## src/rtl/aes_cipher_arbiter.sv

```systemverilog
// aes_cipher_arbiter: shares one combinational AES-128 core among NUM_REQ
// requesters. Arbitration is round-robin. The core operands are registered and
// held for CORE_LAT cycles before the core result is captured. The ciphertext is
// then returned to the granted requester over a valid/ready channel.
module aes_cipher_arbiter #(
  parameter  int NUM_REQ  = 4,
  parameter  int CORE_LAT = 2,
  localparam int IDW      = (NUM_REQ > 1) ? $clog2(NUM_REQ) : 1,
  localparam int CW       = (CORE_LAT > 1) ? $clog2(CORE_LAT) : 1
) (
  input  logic                   clk,
  input  logic                   rst,
  input  logic [NUM_REQ-1:0]     req_valid,
  output logic [NUM_REQ-1:0]     req_ready,
  input  logic [NUM_REQ*128-1:0] req_key,
  input  logic [NUM_REQ*128-1:0] req_data,
  output logic [NUM_REQ-1:0]     rsp_valid,
  input  logic [NUM_REQ-1:0]     rsp_ready,
  output logic [127:0]           rsp_data,
  output logic [127:0]           core_key,
  output logic [127:0]           core_data,
  input  logic [127:0]           core_o,
  output logic                   busy,
  output logic [IDW-1:0]         grant_id
);

  typedef enum logic [1:0] {
    IDLE = 2'd0,
    WAIT = 2'd1,
    RESP = 2'd2
  } state_t;

  state_t         state;
  logic [IDW-1:0] ptr;
  logic [CW-1:0]  cnt;
  logic           found;
  logic [IDW-1:0] winner;
  logic [127:0]   key_arr  [NUM_REQ];
  logic [127:0]   data_arr [NUM_REQ];

  for (genvar g = 0; g < NUM_REQ; g++) begin : g_unpack
    assign key_arr[g]  = req_key[128*g +: 128];
    assign data_arr[g] = req_data[128*g +: 128];
  end

  // Round-robin search: lowest valid index above ptr wins, else lowest valid index at or below ptr
  always_comb begin
    found  = 1'b0;
    winner = '0;
    for (int i = NUM_REQ - 1; i >= 0; i--) begin
      if (req_valid[i] && (IDW'(i) <= ptr)) begin
        found  = 1'b1;
        winner = IDW'(i);
      end
    end
    for (int i = NUM_REQ - 1; i >= 0; i--) begin
      if (req_valid[i] && (IDW'(i) > ptr)) begin
        found  = 1'b1;
        winner = IDW'(i);
      end
    end
  end

  // Handshake strobes: ready to the winner only while idle, valid to the granted requester while responding
  always_comb begin
    req_ready = '0;
    rsp_valid = '0;
    if (state == IDLE && found) begin
      req_ready[winner] = 1'b1;
    end
    if (state == RESP) begin
      rsp_valid[grant_id] = 1'b1;
    end
  end

  assign busy = (state != IDLE);

  // Grant and capture operands, hold them for CORE_LAT cycles, then hold the ciphertext until accepted
  always_ff @(posedge clk) begin
    if (rst) begin
      state     <= IDLE;
      ptr       <= IDW'(NUM_REQ - 1);
      grant_id  <= '0;
      cnt       <= '0;
      core_key  <= '0;
      core_data <= '0;
      rsp_data  <= '0;
    end else begin
      case (state)
        IDLE: begin
          if (found) begin
            core_key  <= key_arr[winner];
            core_data <= data_arr[winner];
            ptr       <= winner;
            grant_id  <= winner;
            cnt       <= CW'(CORE_LAT - 1);
            state     <= WAIT;
          end
        end
        WAIT: begin
          if (cnt == '0) begin
            rsp_data <= core_o;
            state    <= RESP;
          end else begin
            cnt <= cnt - 1'b1;
          end
        end
        RESP: begin
          if (rsp_ready[grant_id]) begin
            state <= IDLE;
          end
        end
        default: begin
          state <= IDLE;
        end
      endcase
    end
  end

endmodule

```

## config.mk

```make
export PLATFORM = sky130hd
export DESIGN_NAME = aes_cipher_arbiter
export DESIGN_NICKNAME = d
export VERILOG_FILES = /design/src/rtl/aes_cipher_arbiter.sv
export SDC_FILE = /design/constraint.sdc
export NUM_CORES = 1
export LEC_CHECK = 0
export CORE_AREA = 2 2 610 612
export CTS_CLUSTER_DIAMETER = 150
export CTS_CLUSTER_SIZE = 14
export DETAILED_ROUTE_END_ITERATION = 16
export DIE_AREA = 0 0 612 614
export PLACE_DENSITY = 0.33
export SLEW_MARGIN = 20
export SYNTH_ARGS = -nofsm -noshare
export SYNTH_HDL_FRONTEND = slang
export SYNTH_SLANG_ARGS = --single-unit
export TNS_END_PERCENT = 10
```

## constraint.sdc

```tcl
create_clock -name clk -period 5.1 [get_ports clk]
set_input_delay 1.02 -clock clk [delete_from_list [all_inputs] [get_ports clk]]
set_output_delay 1.02 -clock clk [all_outputs]
set_load 0.02 [all_outputs]
```

==> results of run 1 <==
## area by class of cell
| type | count | area, um^2 |
|---|---|---|
| Clock buffer | 46 | 1080 |
| Timing Repair Buffer | 1629 | 16400 |
| Tap cell | 4972 | 6220 |
| Inverter | 4 | 22.5 |
| Fill cell | 42500 | 328000 |
| Multi-Input combinational cell | 1461 | 10100 |
| Antenna cell | 96 | 240 |
| Sequential cell | 391 | 7830 |
| Clock inverter | 14 | 208 |
## through the flow
stage	utilization (%)	TNS, ns	cell area, um^2	power, mW	setup slack (ns)
2_1_floorplan	-	0	18800	6.22	1.63
3_3_place_gp	11.0	-0.232	40600	10.5	-0.232
3_5_place_dp	11.0	-0.130	40600	10.5	-0.130
4_1_cts	11.3	0	41900	14.1	0.191
5_1_grt	11.3	0	42000	14.3	0.134
6_report	11.4	0	42100	13.6	0.230
## cell families after synthesis
kind of cell / after synthesis / synth area share [%]
AND/OR/NAND/NOR: 552 / 12.3
flip-flops: 391 / 41.6
multiplexers: 367 / 19.6
buffers and inverters: 221 / 4.93
AO/OA/AOI/OAI: 542 / 21.6
## synth_stat cells (all sizes together)
| library cell | n |
|---|---|
| nor3b | 2 |
| nand4b | 1 |
| mux2i | 366 |
| o21ai | 2 |
| o221a | 2 |
| nor2b | 3 |
| a2bb2oi | 1 |
| clkbuf | 142 |
| buf | 75 |
| nand2 | 371 |
| a21oi | 134 |
| nor3 | 153 |
| o21a | 1 |
| and4 | 1 |
| inv | 3 |
| nand2b | 3 |
| nor2 | 11 |
| clkinv | 1 |
| mux4 | 1 |
| a211oi | 146 |
| or2 | 2 |
| and2 | 2 |
| nand3 | 1 |
| o221ai | 256 |
| nor4 | 1 |
| or3 | 1 |
| dfxtp | 391 |
## flip-flops by register name (all words and copies together), names as in the netlist
| register | count |
|---|---|
| rsp_data | 128 |
| grant_id | 2 |
| state | 2 |
| ptr | 2 |
| core_key | 128 |
| core_data | 128 |
| cnt | 1 |
## critical path, delay by kind of cell
| kind | cells | cell delay, ns |
|---|---|---|
| buf+inv | 5 | 2.04 |
| simple gates | 1 | 0.13 |
| compound gates | 2 | 0.63 |
## power by group through the flow
stage	clock network [mW]	logic (mW)	registers [mW]
2_1_floorplan	0	1.73	4.49
3_3_place_gp	0	6.29	4.18
3_5_place_dp	0	6.28	4.18
4_1_cts	3.70	6.31	4.12
5_1_grt	3.73	6.39	4.17
6_report	3.47	6.08	4.10
## routing by layer
layer	GRT usage (%)	up-vias	wire (um)
met5	0	-	1030
met4	3.95	156	9580
met1	19.1	12500	127000
met2	26.5	1491	147000
li1	-	10900	-
met3	7.39	539	33100
## worst paths after layout
path                            slack, ns          from             to
worst max-delay path                 0.23  req_valid[0]   req_ready[2]
worst min-delay path                 0.46  rsp_data[88]   rsp_data[88]
worst max register to register       1.61      state[1]  core_data[50]
worst min register to register       0.46  rsp_data[88]   rsp_data[88]
## what timing repair did
| action | CTS | global route |
|---|---|---|
| resized for setup | 1 | 0 |
| endpoints found under the setup margin | 1 | 0 |
| setup buffers | 1 | 0 |
==> flow_summary.yaml, run 1 <==
power:
  seqPwrFrac_pct: 30.0
  powerDensity_nw_per_um2: 324
  combPwrFrac_pct: 44.6
  p_switching_mw: 5.94
  sw_frac_of_total_pct: 43.5
  clkPwrFrac_pct: 25.4
  power_leakage_nw: 13.9
  ir_drop_v: 0.000199
  intPower_mw: 7.71
global_route:
  grt_first_pass_wirelength_um: 371000
  grt_max_degree: 117
  grt.overflow.total: 0
  grt.total_usage_pct: 16.2
  grt_antenna_before_repair: 340
  grt_pass1_vias: 24700
final_layout:
  final_common_cell: "clkdlybuf4s50_1"
  nets: 4690
  layout_common_cells: "clkdlybuf4s50_1 (1555), dfxtp_1 (391), nand2_1 (369)"
  stdcell_count: 8613
  area_growth_pct: 124
  drive_gt1_share_pct: 4.26
placed_design:
  io_buffers: 1556
  place_hpwl_um: 279000
  gp_congestion: 0.928
  dp.cells: 8456
floorplan:
  ios: 1557
  coreArea_um2: 370000
  die-area_um2: 376000
  dieWidth_um: 612
  initial_utilization_pct: 5.08
  die_y_um: 614
  placementRows: 224
hold_path:
  hold_class: "reg2reg"
  hold_depth: 2
route:
  wl_um: 318000
  wl_per_cell_um: 36.9
  drt-initial-drc-count: 1836
  via_per_inst: 2.97
  drc_errors: 0
  ant_nets: 0
  dr.pass1.iters: 7
  vias: 25600
setup_path:
  crit_chain: "clkdlybuf4s50_1 -> o21ai_0 -> o221a_2 -> nand4b_1 -> buf_4 -> buf_4 -> inv_1 -> clkdlybuf4s50_1"
  crit_fanout: 5
  worst_ep_required_time_ns: 4.08
  crit_slowest_cell: "clkdlybuf4s50_1"
  endpoint_kind: "primary output"
  critPathKind: "in2out"
  reg2reg_depth: 7
  crit_path_start_kind: "input pin"
  worstPathArrival_ns: 3.85
  cpPeakStageDelay_ns: 0.73
synthesis:
  yosysTopAreaCellShare_pct: 41.6
  synth_cell_type_count: 30
  ys_warn_count: 0
  syn-cell-area_um2: 18800
  synth_nets: 3235
  yosys.area.top_type: "dfxtp_1"
  ys_ff_latch: 391
  syn_avg_cell_area_um2: 9.08
  ys_seq_area_share_pct: 41.6
  yosys-top-cells-area: "dfxtp_1 (42%), mux2i_1 (19%), o221ai_1 (12%)"
  syn_inst: 2073
timing:
  slew_viol_final: 0
  whs_ns: 0.455
  fin_crit_sh_pct: 95.5
  clock_skew_ns: 0.0693
  period_minus_slack_ns: 4.87
  rsz0062_at_grt: "no"
  slew_headroom_pct: 26.5
  hold_violations: 0
  clock.fmax_mhz: 205
  setup_viol: 0
  tightest_slew_ns: 1.10
clocking:
  numCtsBuffers: 41
  cts.sinks: 391
  ctsHoldBuffers: 0
  tritoncts: "done"
  clockBufferDepth: 3
  clkLatencyLatePin_ns: 0.72
  path_clk_slew_ns: 0.08
  htreeDepth: 2
  root_buffer: "clkbuf_16"
outcome:
  status: "finished, final reports clean"
run:
  drv_cap: 0
Power figures use the tool's default switching activity.
==> run 2, diff against run 1 <==
--- a/config.mk
+++ b/config.mk
@@ -5,12 +5,13 @@
 export SDC_FILE = /design/constraint.sdc
 export NUM_CORES = 1
 export LEC_CHECK = 0
+export ABC_CLOCK_PERIOD_IN_PS = 5100
 export CORE_AREA = 2 2 610 612
 export CTS_CLUSTER_DIAMETER = 150
 export CTS_CLUSTER_SIZE = 14
 export DETAILED_ROUTE_END_ITERATION = 16
 export DIE_AREA = 0 0 612 614
-export PLACE_DENSITY = 0.33
+export PLACE_DENSITY = 0.3
 export SLEW_MARGIN = 20
 export SYNTH_ARGS = -nofsm -noshare
 export SYNTH_HDL_FRONTEND = slang
==> constraint.sdc (replaced) <==
create_clock -name clk -period 5.1 [get_ports clk]
set_input_delay 1.02 -clock clk [delete_from_list [all_inputs] [get_ports clk]]
set_output_delay 1.02 -clock clk [all_outputs]
set_load 0.01 [all_outputs]
==> run 2 against run 1 <==
Net effect: non-clock buffer count decreased by 3; critical path depth decreased by 1; register-to-register slack improved by 0.03 ns; first-iteration DRC count decreased by 20%; setup slack improved by 0.16 ns; routed wire length decreased by 6.2%; largest power group unchanged.
==> flow_summary.yaml, run 2 (synthesized netlist as in run 1, its figures left out) <==
global_route:
  grt_antenna_before_repair: 277
  grt.overflow.total: 0
  grt_pass1_vias: 24700
  grt.total_usage_pct: 15.2
  grt_first_pass_wirelength_um: 354000
  grt_max_degree: 124
route:
  vias: 25200
  drc_errors: 0
  drt-initial-drc-count: 1466
  dr.pass1.iters: 5
  wl_per_cell_um: 34.8
  wl_um: 298000
  via_per_inst: 2.94
  ant_nets: 0
outcome:
  status: "finished, final reports clean"
power:
  intPower_mw: 7.69
  sw_frac_of_total_pct: 41.5
  combPwrFrac_pct: 43.0
  ir_drop_v: 0.000214
  p_switching_mw: 5.45
  clkPwrFrac_pct: 26.3
  powerDensity_nw_per_um2: 313
  seqPwrFrac_pct: 30.8
  power_leakage_nw: 13.9
setup_path:
  crit_fanout: 5
  r2r-end: "core_data[116]"
  reg2reg_depth: 7
  crit_chain: "clkdlybuf4s50_1 -> nor4_1 -> buf_4 -> nand2b_1 -> nor2_4 -> and2_1 -> clkdlybuf4s50_1"
  cpPeakStageDelay_ns: 0.79
  cp_common_cell: "clkdlybuf4s50_1"
  critPathKind: "in2out"
  worst_ep_required_time_ns: 4.08
  worstPathArrival_ns: 3.69
  ff2ff_setup_slack_ns: 1.64
  reg2reg_from: "state[0]"
  crit_path_start_kind: "input pin"
  endpoint_kind: "primary output"
  crit_slowest_cell: "nor4_1"
floorplan:
  coreArea_um2: 370000
  die_y_um: 614
  initial_utilization_pct: 5.08
  ios: 1557
  die-area_um2: 376000
  placementRows: 224
  dieWidth_um: 612
final_layout:
  reg_top3: "core_data: 128 flops, core_key: 128 flops, rsp_data: 128 flops"
  final_common_cell: "clkdlybuf4s50_1"
  layout_common_cells: "clkdlybuf4s50_1 (1553), dfxtp_1 (391), nand2_1 (369)"
  area_growth_pct: 123
  drive_gt1_share_pct: 4.04
  nets: 4684
placed_design:
  pre_cts_slack_ns: 0.240
  place_hpwl_um: 258000
  io_buffers: 1556
  gp_congestion: 0.852
clocking:
  numCtsBuffers: 38
  root_buffer: "clkbuf_16"
  cts.sinks: 391
  tritoncts: "done"
  clkLatencyLatePin_ns: 0.71
  ctsResizeCount: 0
  htreeDepth: 2
  ctsHoldBuffers: 0
  postCtsSetupRepairBufs: 0
  path_clk_slew_ns: 0.08
  clockBufferDepth: 3
timing:
  slew_headroom_pct: 20.0
  hold_violations: 0
  period_minus_slack_ns: 4.71
  totalNegativeSetupSlack_ns: 0
  fin_crit_sh_pct: 92.3
  setup_viol: 0
  tightest_slew_ns: 1.20
  rsz0062_at_grt: "no"
  clock_skew_ns: 0.0613
  clock.fmax_mhz: 212
  slew_viol_final: 0
  fin_ws_ns: 0.391
  whs_ns: 0.456
hold_path:
  hold_depth: 2
  min_to: "rsp_data[10]"
  hp-start: "rsp_data[10]"
  hold_class: "reg2reg"
run:
  drv_cap: 0
==> run 2: cell count changes in the layout (fill, tap and decap cells not counted), moves of 2 or more <==
cell	previous run	this run
clkbuf_16	42	38
clkinv_8	6	2
buf_12	21	23
clkdlybuf4s50_1	1555	1553
inv_8	3	1
clkinvlp_4	0	2
nor3_2	3	1
bufinv_16	2	4
mux2i_2	2	0
buf_4	52	49
mux2i_1	364	366
inv_16	0	2
diode_2	96	50
==> run 2: how the worst max path moves through the flow <==
stage,from,endpoint,slack (ns),cells after the start
after global routing,req_valid[2],req_ready[0],0.27,7
after detailed placement,req_valid[2],req_ready[0],0.24,7
after floorplan,req_valid[1],req_ready[0],1.81,7
after global placement,req_valid[2],req_ready[0],0.22,7
after CTS,req_valid[2],req_ready[0],0.24,7
final,req_valid[2],req_ready[0],0.39,7
==> run 2: stage by stage <==
step,instances,utilization [%],power [mW],area [um^2]
2_1_floorplan,2073,-,5.84,18800
3_3_place_gp,8453,11.0,9.99,40600
3_5_place_dp,8454,11.0,9.98,40600
4_1_cts,8511,11.3,13.7,41800
5_1_grt,8519,11.3,13.8,41800
6_report,8561,11.3,13.1,41900
==> run 2: critical path: cells and delay by family <==
kind | cells | cell delay [ns]
AND/OR/NAND/NOR | 4 | 1.42
buffers and inverters | 3 | 1.23
==> run 2: area by class of cell <==
class / count / area [um^2]
Tap cell: 4972 / 6220
Clock buffer: 42 / 986
Antenna cell: 50 / 125
Timing Repair Buffer: 1626 / 16400
Inverter: 4 / 22.5
Multi-Input combinational cell: 1461 / 10100
Clock inverter: 15 / 244
Sequential cell: 391 / 7830
Fill cell: 42400 / 328000
==> run 2: power by group through the flow <==
stage | Clock, mW | Combinational (mW) | Sequential, mW
finish | 3.45 | 5.64 | 4.04
global route | 3.72 | 5.98 | 4.11
CTS | 3.72 | 5.89 | 4.06
detailed placement | 0 | 5.86 | 4.12
global placement | 0 | 5.87 | 4.11
floorplan | 0 | 1.73 | 4.11
==> run 2: metal layers <==
layer,GRT usage (%),share of wire [%]
met2,26.0,48
met3,7.20,11
met4,2.68,2.4
met5,0,0.30
met1,17.2,39
